<file path="src/rtl/BasicTypes.sv">
// Core-wide basic types shared across the front end.
package BasicTypes;

  localparam int ADDR_WIDTH = 32;

  typedef logic [ADDR_WIDTH-1:0] PC;

endpackage

</file>
<file path="src/rtl/FetchUnitTypes.sv">
// Fetch-unit types: queue sizing and the entry handed from fetch to decode.
package FetchUnitTypes;
  import BasicTypes::*;

  localparam int FETCH_QUEUE_DEPTH = 4;

  typedef struct packed {
    PC           pc;
    logic [31:0] insn;
    logic        predTaken;
    PC           predNpc;
  } FetchQueueEntry;

endpackage

</file>
<file path="src/rtl/fetch_queue.sv">
// Decoupling FIFO between fetch and decode; full stalls next-PC generation,
// flush discards everything on a redirect.
module fetch_queue
  import BasicTypes::*;
  import FetchUnitTypes::*;
#(
  parameter int DEPTH = FETCH_QUEUE_DEPTH
) (
  input  logic                     clk,
  input  logic                     rstN,
  input  logic                     flush,
  input  logic                     enqValid,
  input  PC                        enqPc,
  input  logic [31:0]              enqInsn,
  input  logic                     enqPredTaken,
  input  PC                        enqPredNpc,
  output logic                     full,
  input  logic                     deqReady,
  output logic                     deqValid,
  output PC                        deqPc,
  output logic [31:0]              deqInsn,
  output logic                     deqPredTaken,
  output PC                        deqPredNpc,
  output logic [$clog2(DEPTH):0]   count
);

  localparam int PTR_W = $clog2(DEPTH);

  typedef logic [PTR_W-1:0] Ptr;
  typedef logic [PTR_W:0]   Cnt;

  localparam Cnt FULL_COUNT = Cnt'(DEPTH);
  localparam Cnt ZERO_COUNT = Cnt'(1'b0);

  FetchQueueEntry entries_r [DEPTH];
  Ptr             head_r;
  Ptr             tail_r;
  Cnt             count_r;

  logic           doEnq_s;
  logic           doDeq_s;
  FetchQueueEntry enqEntry_s;
  FetchQueueEntry headEntry_s;

  // Status flags and handshake qualification, derived from registered count only.
  always_comb begin
    full       = (count_r == FULL_COUNT);
    deqValid   = (count_r != ZERO_COUNT);
    doEnq_s    = enqValid && !full && !flush;
    doDeq_s    = deqValid && deqReady && !flush;
    enqEntry_s = '{pc: enqPc, insn: enqInsn, predTaken: enqPredTaken, predNpc: enqPredNpc};
  end

  // Head entry presented to decode; forced to zero while the queue is empty.
  always_comb begin
    headEntry_s = {$bits(FetchQueueEntry){1'b0}};
    if (deqValid) begin
      headEntry_s = entries_r[head_r];
    end else begin
      headEntry_s = {$bits(FetchQueueEntry){1'b0}};
    end
    deqPc        = headEntry_s.pc;
    deqInsn      = headEntry_s.insn;
    deqPredTaken = headEntry_s.predTaken;
    deqPredNpc   = headEntry_s.predNpc;
    count        = count_r;
  end

  // Entry storage; contents survive reset and are only meaningful below count.
  always_ff @(posedge clk) begin
    if (doEnq_s) begin
      entries_r[tail_r] <= enqEntry_s;
    end
  end

  // Pointer and occupancy bookkeeping; power-of-two depth lets pointers wrap naturally.
  always_ff @(posedge clk or negedge rstN) begin
    if (!rstN) begin
      head_r  <= Ptr'(1'b0);
      tail_r  <= Ptr'(1'b0);
      count_r <= ZERO_COUNT;
    end else if (flush) begin
      head_r  <= Ptr'(1'b0);
      tail_r  <= Ptr'(1'b0);
      count_r <= ZERO_COUNT;
    end else begin
      if (doEnq_s) begin
        tail_r <= tail_r + Ptr'(1'b1);
      end
      if (doDeq_s) begin
        head_r <= head_r + Ptr'(1'b1);
      end
      case ({doEnq_s, doDeq_s})
        2'b10:   count_r <= count_r + Cnt'(1'b1);
        2'b01:   count_r <= count_r - Cnt'(1'b1);
        default: count_r <= count_r;
      endcase
    end
  end

endmodule

</file>
<file path="config.mk">
export PLATFORM = sky130hd
export DESIGN_NAME = fetch_queue
export DESIGN_NICKNAME = d
export VERILOG_FILES = /design/src/rtl/BasicTypes.sv /design/src/rtl/FetchUnitTypes.sv /design/src/rtl/fetch_queue.sv
export SDC_FILE = /design/constraint.sdc
export NUM_CORES = 1
export LEC_CHECK = 0
export BUFFER_PORTS_ARGS = -buffer_cell sky130_fd_sc_hd__buf_4
export CORE_AREA = 2 2 178 180
export DETAILED_ROUTE_END_ITERATION = 10
export DIE_AREA = 0 0 180 182
export HOLD_SLACK_MARGIN = 0.15
export PLACE_DENSITY = 0.79
export SLEW_MARGIN = 10
export SYNTH_ARGS = -nofsm -noshare
export SYNTH_HDL_FRONTEND = slang
export SYNTH_SLANG_ARGS = --single-unit
</file>
<file path="constraint.sdc">
create_clock -name clk -period 3.52 [get_ports clk]
set_clock_uncertainty 0.1 [all_clocks]
set_input_delay 0.528 -clock clk [delete_from_list [all_inputs] [get_ports clk]]
set_output_delay 0.528 -clock clk [all_outputs]
set_load 0.05 [all_outputs]
</file>
Word level (Yosys, flattened, before mapping)
Memory sizes are Yosys's and may differ from the RTL's.
Index checks and enable logic that the tools add are counted.
Word-level totals
  flip-flop bits (word level): 7
  bits in latches: 0
  bits in writable memories: 388
  ROM bits: 0
  input bits: 102
  output and inout port bits: 102
  word-level logic and storage cells: 30
  memories kept: 1
Operators by class
  $add $sub $neg: 4
  multipliers: 0
  divide/modulo/power cells: 0
  order comparisons: 0
  eq/ne operators: 3
  shifts and indexed selects: 0
  multiplexer cells: 9
  bitwise gates (word level): 0
  reductions and logical operators: 10
Memories
  entries_r: depth 4, width 97, read ports 1, clocked after memory_dff 0, wr ports 1, line fetch_queue.sv:35  | FetchQueueEntry entries_r [DEPTH];
Operators with widths (number)
  two-way mux 97 bit: 1
  two-way mux 2 bit: 4
  one-hot mux 3 bit (2 select lines): 1
  nonzero test 3 bit: 2
  adder 2 x 1 -> 2 bit, second input constant: 2
  logical AND 1 bit: 4
  nonzero test 2 bit: 2
  adder 3 x 1 -> 3 bit, second input constant: 1
  equality test 3 bit, second input constant: 1
  two-way mux 3 bit: 1
  subtractor 3 x 1 -> 3 bit, second input constant: 1
  equality test 2 x 1 -> 1 bit, second input constant: 1
  equality test 2 bit, second input constant: 1
  zero test 1 bit: 2
  two-way mux 1 bit: 2

Depth between registers and ports, before layout
Gate-level depths: netlist (run 1).
  depth after elaboration: 7
  mapped depth: 7
  depth with buffers taken out: 6

Worst setup path before layout (run 1)
Ideal clock, no wire load.
  path type: register -> register
  from: register count_r[0], in the netlist count[0]
  to: memory entries_r[0][0] (netlist bit), enable pin
  setup time: 467 ps
  arrival: 3885 ps
  required time: 2953 ps
  slack: -932 ps
  stages on the path, launching flop included: 6
  buffers on the path: 1
  period minus slack after synthesis: 4452 ps
  path through: dfrtp_1 buf_2 or3b_2 inv_1 nor3_1 and2_1
On the way
  longest elaborated chain between the ends: 6
RTL lines
  from (decl): line fetch_queue.sv:38  | Cnt count_r;
  from (signal assigned): line fetch_queue.sv:94  | 2'b10: count_r <= count_r + Cnt'(1'b1);
  from (signal assigned): line fetch_queue.sv:95  | 2'b01: count_r <= count_r - Cnt'(1'b1);
  from (signal assigned): line fetch_queue.sv:96  | default: count_r <= count_r;
  equality test 3 bit: line fetch_queue.sv:47  | full = (count_r == FULL_COUNT);
  via full: line fetch_queue.sv:17  | output logic full,
  zero test 1 bit: line fetch_queue.sv:49  | doEnq_s = enqValid && !full && !flush;
  logical AND 1 bit (2 in a row): line fetch_queue.sv:49
  two-way mux 1 bit: line fetch_queue.sv:71  | if (doEnq_s) begin
  two-way mux 1 bit (implied by the code): line fetch_queue.sv:72  | entries_r[tail_r] <= enqEntry_s;
  to (decl): line fetch_queue.sv:35
The timed path passes the listed nets, and every way through them passes these cells.

Final worst setup path (run 1)
  from: register count_r[1], in the netlist count[1]
  to: output deqInsn[13]
On the way
  longest elaborated chain between the ends: 2
RTL lines
  nonzero test 3 bit: line fetch_queue.sv:48  | deqValid = (count_r != ZERO_COUNT);
  two-way mux 97 bit: line fetch_queue.sv:57  | if (deqValid) begin
  to (decl): line fetch_queue.sv:21  | output logic [31:0] deqInsn,
Every way passes these cells.

==> flow_summary_export.csv, run 1 <==
group,metric,value,unit
critical_path,path_class,"flip-flop to output port",
sta,tightestPinTransition,0.645,ns
critical_path,endpoint_kind,"output port",
global_route,track_usage,18.1,%
global_route,grt_pass1_vias,8312,
layout,final_common_cell,"edfxtp_1",
global_route,grt_pass1_wl,45.8,mm
pwr,pwr-share-clk,37.0,%
critical_path,required,2.89,ns
layout,area_growth,28.7,%
pwr,switchingPower,0.00295,W
sta,maxSlewViolCount,0,
floorplanning,core_area,31000,sq um
pwr,swShare,25.3,%
global_route,antenna_found_initial,3,
detailed_routing,num_vias,7636,
sta,rsz0062_at_grt,"false",
critical_path,arrival,2.65,ns
yosys,synth_top_area_share,76.6,%
layout,design_area,19600,sq um
cts,htree_levels,2,
run_status,status,"completed",
cts,root_buffer,"clkbuf_16",
yosys,netlist_area,15200,sq um
critical_path,startpoint,"count[1]",
detailed_routing,drt_iter0_drc,560,
sta,slew_headroom,57.0,%
pwr,peakVddDrop,0.441,mV
yosys,yosysSeqAreaShare,77.8,%
critical_path,slowest_stage,"dfrtp_1",
cts,clk_path_buf_depth,3,
detailed_routing,ant_nets,0,
yosys,yosysWarnings,0,
sta,final.setup.tns,0,ns
pwr,power_frac_comb,16.9,%
sta,fmax,305,MHz
cts,insertion_delay,0.51,ns
yosys,netlist_instances,685,
detailed_routing,top_layer,"met5",
layout,mostFrequentLayoutCells,"edfxtp_1 (388), buf_4 (205), dlygate4sd3_1 (99), mux4_2 (97), and2_1 (97)",
sta,worst_slack,0.246,ns
cts,clkTransAtPathRegs,0.06,ns
layout,fin_cells,1434,
pwr,seqPwrFrac,46.0,%
pwr,intPower,0.00869,W
detailed_routing,wl_met1,12.3,mm
yosys,yosys-top-cells-area,"edfxtp_1 (77%), mux4_2 (14%), and2_1 (4.2%)",
cts,numCtsBuffers,40,
place,placed_cells,1261,
critical_path,cp-start-kind,"flip-flop",
floorplanning,fp.dieW,180,um
pwr,powerDensity,595,nW/um^2
detailed_routing,dr.pass1.iters,5,
place,place.gp.congestion,0.720,
worst_hold_path,hp-start,"enqValid",
detailed_routing,drc,0,
floorplanning,die_area,32800,sq um
yosys,yosysTopAreaCell,"edfxtp_1",
floorplanning,io_pins,204,
layout,nNetsFinal,1107,
detailed_routing,dr_wl_met2,14.4,mm
critical_path,crit_chain,"or3_4 -> buf_4 -> and2_1 -> buf_4",
yosys,synth-seq-cells,395,
detailed_routing,vias_per_cell,5.32,
detailed_routing,drt_wl_total,29.4,mm
critical_path,worstReg2RegStart,"count[1]",
place,placed_cell_area,17200,sq um
place,pre_cts_ws,0.519,ns
sta,finalCritPeriodShare,93.0,%
place,dp_hpwl,15.9,mm
detailed_routing,dr_wl_met3,1.98,mm
layout,fillCellCount,2068,
floorplanning,row_count,65,
critical_path,cp_slowest_stage_delay,0.62,ns
cts,cts_tree,"yes",
sta,hold_viol,0,
worst_hold_path,hold_class,"primary input to flip-flop",
global_route,grt_remaining_overflow,0,
yosys,synth_cell_types,35,
detailed_routing,wl_per_cell,20.5,um
cts,cts.sinks,395,
floorplanning,die_h,182,um
floorplanning,start_util,49.1,%
run,max-cap-violations,0,
sta,period_minus_slack,3.27,ns
critical_path,crit_top_cell,"buf_4",
layout,drive_gt1_share,36.7,%
yosys,syn_area_per_cell,22.2,sq um
sta,setup_viol,0,
global_route,grt_start_max_net_pins,98,
yosys,syn_nets,792,
critical_path,critPathBufInv,2,
place,port_buffers,203,
critical_path,path_max_fanout,59,
pwr,p_leak,6.72,nW
critical_path,crit_family,"simple AND/OR/NAND/NOR gates",
[cell type report]
type,count,area [sq um],area share (%)
clock buffer,48,1070,5.49
clock inverter,24,274,1.40
sequential,395,11800,60.5
antenna,2,5.00,0.0256
multi-input combinational,246,3170,16.2
tap,402,503,2.57
inverter,5,18.8,0.0959
timing repair buffer,312,2690,13.7
[routing by layer]
layer	GRT usage, %	vias up
met2	30.0	269
met4	5.20	2
met3	3.69	54
met5	0	-
met1	24.6	3895
li1	-	3416
[worst min-delay path: stages]
cell and delay [ns]:
buf_4 0.16, nand3_1 0.08, a21oi_1 0.06
[metrics by stage]
stage,total power [W],hold slack [ns],util (%)
finish,0.0116,0.258,63.2
global route,0.0120,0.246,63.2
CTS,0.0118,0.232,63.1
detailed placement,0.00735,0.253,55.6
global placement,0.00732,0.248,55.6
floorplan,0.00676,0.132,-
[power groups by stage]
stage                     clock network [W]  registers (W)  logic, W
after global routing                0.00459        0.00537   0.00208
after floorplan                           0        0.00544   0.00132
after detailed placement                  0        0.00546   0.00190
after CTS                           0.00440        0.00536   0.00200
final                               0.00431        0.00536   0.00197
after global placement                    0        0.00545   0.00187
[cell usage after synthesis]
master / instances
a211oi_1: 1
a21oi_1: 5
a31oi_1: 1
and2_1: 101
buf_2: 15
buf_6: 3
buf_8: 1
clkbuf_1: 20
dfrtp_1: 7
edfxtp_1: 388
fa_1: 1
ha_1: 4
inv_1: 5
mux2_2: 1
mux2i_1: 1
mux4_2: 97
nand2_1: 1
nand2b_1: 2
nand3_1: 6
nor2_1: 5
nor2b_1: 1
nor3_1: 2
nor4b_1: 1
o211ai_1: 1
o21a_1: 1
o21ai_0: 3
o21ba_2: 1
o22ai_1: 1
o311ai_0: 2
o31ai_1: 1
o41a_1: 1
or2_2: 1
or3_1: 1
or3b_2: 1
xor2_1: 2
[repair_timing]
action,in CTS,in global routing
hold buffers,99,0
endpoints found under the hold margin,401,0
setup buffers,0,0
resized for setup,1,0
setup endpoints to repair,11,0
[flip-flops by register name, indices dropped and copies added (netlist names)]
name and cells:
head_r 2, count 3, tail_r 2, entries_r 388
[cells by family after synthesis]
group                    after synthesis  share of synthesized area, %
AO/OA/AOI/OAI                         18                         0.798
XOR/XNOR                               2                         0.115
adder cells (fa/ha/maj)                5                         0.461
buffers and inverters                 44                          1.43
flip-flops                           395                          77.8
multiplexers                          99                          14.5
AND/OR/NAND/NOR                      122                          4.89
[path summary, 6_finish.rpt]
kind                                    to  slack [ns]  cells after the start
setup / recovery               deqInsn[13]        0.25                      4
setup reg to reg           entries_r[1][7]        0.95                      5
max in group asynchronous        head_r[0]        2.90                      2
hold / removal                   tail_r[1]        0.26                      3
min in group asynchronous         count[1]        0.27                      2
hold reg to reg                  tail_r[1]        0.50                      2
(Power assumes the default switching activity.)
==> run 2, diff against run 1 <==
--- a/config.mk
+++ b/config.mk
@@ -10,7 +10,7 @@
 export DETAILED_ROUTE_END_ITERATION = 10
 export DIE_AREA = 0 0 180 182
 export HOLD_SLACK_MARGIN = 0.15
-export PLACE_DENSITY = 0.79
+export PLACE_DENSITY = 0.73
 export SLEW_MARGIN = 10
 export SYNTH_ARGS = -nofsm -noshare
 export SYNTH_HDL_FRONTEND = slang
==> flow_summary_export.csv, run 2 (same netlist as run 1, synthesis figures left out) <==
group,metric,value,unit
place,place.gp.congestion,0.704,
global_route,antenna_found_initial,2,
sta,period_minus_slack,3.28,ns
detailed_routing,vias_per_cell,5.27,
detailed_routing,dr.pass1.iters,4,
detailed_routing,drt_wl_total,29.6,mm
critical_path,slowest_stage,"or3_2",
cts,root_buffer,"clkbuf_16",
layout,fillCellCount,2070,
critical_path,worstReg2RegStart,"count[1]",
global_route,grt_pass1_vias,8220,
critical_path,endpoint_kind,"output port",
pwr,power_frac_comb,17.3,%
layout,utilization,63.6,%
pwr,finalPower,0.0116,W
critical_path,timing.rr.end,"entries_r[3][76]",
critical_path,cp_slowest_stage_delay,0.86,ns
pwr,seqPwrFrac,46.5,%
pwr,swShare,25.4,%
layout,regMostFlops,"entries_r",
cts,cts_tree,"yes",
detailed_routing,ant_nets,0,
critical_path,path_class,"flip-flop to output port",
floorplanning,die_area,32800,sq um
floorplanning,row_count,65,
pwr,powerDensity,587,nW/um^2
cts,clk_path_buf_depth,3,
detailed_routing,drt_iter0_drc,513,
critical_path,required,2.89,ns
run,max-cap-violations,0,
critical_path,crit_chain,"or3_2 -> buf_4 -> and2_1 -> buf_4",
floorplanning,fp.dieW,180,um
floorplanning,core_area,31000,sq um
sta,whs,0.249,ns
sta,final.setup.tns,0,ns
place,port_buffers,203,
floorplanning,io_pins,204,
layout,drive_gt1_share,38.1,%
detailed_routing,wl_per_cell,20.4,um
cts,numCtsBuffers,41,
run_status,status,"completed",
layout,largest_reg_flops,388,
cts,htree_levels,2,
critical_path,cp-start-kind,"flip-flop",
layout,mostFrequentLayoutCells,"edfxtp_1 (388), buf_4 (215), dlygate4sd3_1 (99), mux4_2 (97), and2_1 (97)",
pwr,p_leak,6.80,nW
place,dp_hpwl,17.9,mm
pwr,intPower,0.00863,W
detailed_routing,drc,0,
pwr,switchingPower,0.00294,W
worst_hold_path,hold_class,"primary input to async pin",
critical_path,ff2ff_path_depth,5,
layout,final_common_cell,"edfxtp_1",
sta,tightestPinTransition,0.617,ns
sta,hold_viol,0,
sta,finalCritPeriodShare,93.1,%
sta,maxSlewViolCount,0,
floorplanning,start_util,49.1,%
cts,cts_setup_buffers,0,
floorplanning,die_h,182,um
sta,rsz0062_at_grt,"false",
pwr,pwr-share-clk,36.3,%
sta,fmax,305,MHz
global_route,grt_start_max_net_pins,49,
sta,slew_headroom,58.9,%
layout,nNetsFinal,1123,
critical_path,crit_top_cell,"buf_4",
layout,area_growth,29.7,%
sta,setup_viol,0,
global_route,grt_remaining_overflow,0,
cts,clkTransAtPathRegs,0.06,ns
global_route,track_usage,18.3,%
critical_path,arrival,2.65,ns
cts,cts.sinks,395,
pwr,peakVddDrop,0.469,mV
critical_path,path_max_fanout,31,
cts,insertion_delay,0.53,ns
cts,cts_resized,0,
global_route,grt_pass1_wl,46.0,mm
cts,hold_buffers,99,
critical_path,reg2reg_slack,0.78,ns
detailed_routing,num_vias,7636,
[run 2: changes by cell type in the layout (fill, tap and decap cells not counted), sizes merged]
cell / change
buf: +15
bufinv: -2
clkbuf: +2
clkinv: -3
clkinvlp: +3
[run 2: power by group through the flow]
stage	registers, W	clock network, W	logic, W
2_1_floorplan	0.00544	0	0.00132
5_1_grt	0.00539	0.00449	0.00211
3_5_place_dp	0.00548	0	0.00192
6_report	0.00537	0.00419	0.00200
3_3_place_gp	0.00547	0	0.00190
4_1_cts	0.00538	0.00428	0.00202
[run 2: cell type report]
type	instances	area, sq um	area share [%]
clock buffers	50	1100	5.59
repair buffers	327	2870	14.5
clock inverters	22	221	1.12
well taps	402	503	2.55
multi-input cells	246	3170	16.1
inverters	5	18.8	0.0952
diodes	2	5.00	0.0254
flip-flops and latches	395	11800	60.0
[run 2: how the worst max path moves through the flow]
| stage | start | end | slack [ns] | cells past startpoint |
|---|---|---|---|---|
| floorplan | count[0] | entries_r[0][0] | 0.13 | 5 |
| global placement | count[1] | deqPc[9] | 0.85 | 4 |
| detailed placement | count[1] | deqPc[9] | 0.81 | 4 |
| CTS | count[1] | deqPc[9] | 0.22 | 4 |
| global route | count[1] | deqPc[6] | 0.11 | 4 |
| finish | count[1] | deqPc[6] | 0.24 | 4 |
[run 2: per-layer routing]
| metal | global-route usage (%) | vias to the layer above | wire (um) |
|---|---|---|---|
| li1 | - | 3465 | - |
| met2 | 32.0 | 226 | 15400 |
| met1 | 23.3 | 3887 | 11900 |
| met3 | 3.27 | 58 | 1450 |
| met5 | 0 | - | 0 |
| met4 | 5.95 | 0 | 761 |
[run 2: per-stage QoR]
step / std cells / worst slack [ns] / cell area, sq um
6_report: 1449 / 0.243 / 19700
5_1_grt: 1449 / 0.112 / 19700
4_1_cts: 1447 / 0.225 / 19700
3_5_place_dp: 1276 / 0.809 / 17400
3_3_place_gp: 1276 / 0.847 / 17400
2_1_floorplan: 685 / 0.134 / 15200
[run 2: critical path: cells and delay by family, from the launching register on]
| family | cells | cell delay (ns) |
|---|---|---|
| AND/OR/NAND/NOR | 2 | 1.03 |
| buffers and inverters | 2 | 0.52 |
| flip-flops | 1 | 0.55 |
==> run 3, diff against run 2 <==
--- a/config.mk
+++ b/config.mk
@@ -7,8 +7,10 @@
 export LEC_CHECK = 0
 export BUFFER_PORTS_ARGS = -buffer_cell sky130_fd_sc_hd__buf_4
 export CORE_AREA = 2 2 178 180
+export CTS_CLUSTER_DIAMETER = 40
 export DETAILED_ROUTE_END_ITERATION = 10
 export DIE_AREA = 0 0 180 182
+export GPL_TIMING_DRIVEN = 0
 export HOLD_SLACK_MARGIN = 0.15
 export PLACE_DENSITY = 0.73
 export SLEW_MARGIN = 10
==> flow_summary_export.csv, run 3 (same netlist as run 1, synthesis figures left out) <==
group,metric,value,unit
critical_path,required,2.89,ns
layout,largest_reg_flops,388,
floorplanning,fp.dieW,180,um
global_route,grt_remaining_overflow,0,
floorplanning,core_area,31000,sq um
layout,fillCellCount,2080,
critical_path,path_class,"flip-flop to output port",
layout,area_growth,32.0,%
detailed_routing,dr.pass1.iters,5,
critical_path,arrival,2.64,ns
detailed_routing,ant_nets,0,
global_route,grt_pass1_vias,8513,
place,place.gp.congestion,0.734,
cts,numCtsBuffers,49,
floorplanning,start_util,49.1,%
sta,slew_headroom,48.1,%
cts,clk_path_buf_depth,3,
sta,worst_slack,0.257,ns
place,placed_cell_area,17400,sq um
pwr,peakVddDrop,0.406,mV
layout,final_common_cell,"edfxtp_1",
layout,nNetsFinal,1149,
detailed_routing,drt_wl_total,31.1,mm
global_route,grt_start_max_net_pins,52,
critical_path,cp-start-kind,"flip-flop",
cts,cts_setup_buffers,0,
run,max-cap-violations,0,
layout,mostFrequentLayoutCells,"edfxtp_1 (388), buf_4 (202), dlygate4sd3_1 (98), mux4_2 (97), and2_1 (97)",
global_route,grt_pass1_wl,47.8,mm
global_route,antenna_found_initial,0,
cts,root_buffer,"clkbuf_16",
critical_path,endpoint_kind,"output port",
place,port_buffers,202,
layout,drive_gt1_share,38.0,%
cts,cts_tree,"yes",
critical_path,crit_top_cell,"buf_2",
place,dp_hpwl,18.1,mm
sta,final.setup.tns,0,ns
critical_path,cp_slowest_stage_delay,0.42,ns
layout,antenna_cells,0,
detailed_routing,drc,0,
floorplanning,die_h,182,um
sta,finalCritPeriodShare,92.7,%
floorplanning,die_area,32800,sq um
layout,regMostFlops,"entries_r",
sta,hold_viol,0,
critical_path,crit_chain,"buf_2 -> or3_1 -> buf_2 -> buf_6 -> clkbuf_1 -> and2_1 -> buf_4",
sta,fmax,306,MHz
cts,clkTransAtPathRegs,0.05,ns
sta,period_minus_slack,3.26,ns
place,pre_cts_ws,0.386,ns
layout,design_area,20100,sq um
cts,htree_levels,2,
detailed_routing,num_vias,7810,
detailed_routing,vias_per_cell,5.27,
cts,cts.sinks,395,
run_status,status,"completed",
sta,maxSlewViolCount,0,
global_route,track_usage,19.1,%
pwr,powerDensity,622,nW/um^2
critical_path,path_max_fanout,10,
sta,tightestPinTransition,0.778,ns
critical_path,slowest_stage,"clkbuf_1",
cts,insertion_delay,0.54,ns
sta,rsz0062_at_grt,"false",
detailed_routing,wl_per_cell,21.0,um
sta,setup_viol,0,
pwr,p_leak,6.99,nW
detailed_routing,drt_iter0_drc,520,
floorplanning,row_count,65,
worst_hold_path,hold_class,"primary input to async pin",
floorplanning,io_pins,204,
[run 3: path summary, 6_finish.rpt]
path                            startpoint                to  slack (ns)  depth (start not counted)
worst max-delay path              count[2]          deqPc[5]        0.26                          7
worst min register to register   tail_r[0]         tail_r[0]        0.51                          2
max in group asynchronous             rstN          count[2]        2.96                          2
worst max register to register    count[0]  entries_r[2][51]        0.64                          6
worst min-delay path                  rstN          count[1]        0.23                          2
min in group clk                  enqValid          count[1]        0.28                          4
[run 3: layout make-up]
cell class              count  area, sq um  area share, %
clock inverters            33          387           1.93
repair buffers            306         2660           13.3
clock buffers              57         1300           6.47
plain buffers              39          199          0.992
well taps                 402          503           2.51
flip-flops and latches    395        11800           58.9
inverters                   5         18.8         0.0935
multi-input cells         246         3170           15.8
[run 3: through the flow]
stage / utilization (%) / power (W) / hold slack [ns] / std cells
after floorplan: - / 0.00676 / 0.132 / 685
after global placement: 55.6 / 0.00739 / 0.249 / 1289
after detailed placement: 56.1 / 0.00743 / 0.250 / 1295
after CTS: 64.7 / 0.0126 / 0.206 / 1483
after global routing: 64.7 / 0.0129 / 0.226 / 1483
final: 64.7 / 0.0125 / 0.230 / 1483
[run 3: layer usage]
metal  track usage [%]  share of wire, %  up-vias
met5                 0                 0        -
met4              4.55               1.5        0
met3              3.73               5.4       40
met2              33.5                53      242
met1              24.9                40     4005
li1                  -                 -     3523
[run 3: critical path: cells and delay by family (launching register included)]
| kind | cells | cell delay [ns] |
|---|---|---|
| buf+inv | 5 | 1.34 |
| flops | 1 | 0.35 |
| simple gates | 2 | 0.40 |
[run 3: timing repair]
item / in CTS / in global routing
resized for setup: 0 / 0
setup endpoints to repair: 0 / 0
hold endpoints to repair: 395 / 0
hold buffers: 98 / 0
[run 3: where the power goes]
group	switching, W	leakage, nW	internal (W)
logic	0.00126	2.55	0.000794
registers	0.0000309	3.62	0.00531
clock network	0.00196	0.820	0.00313
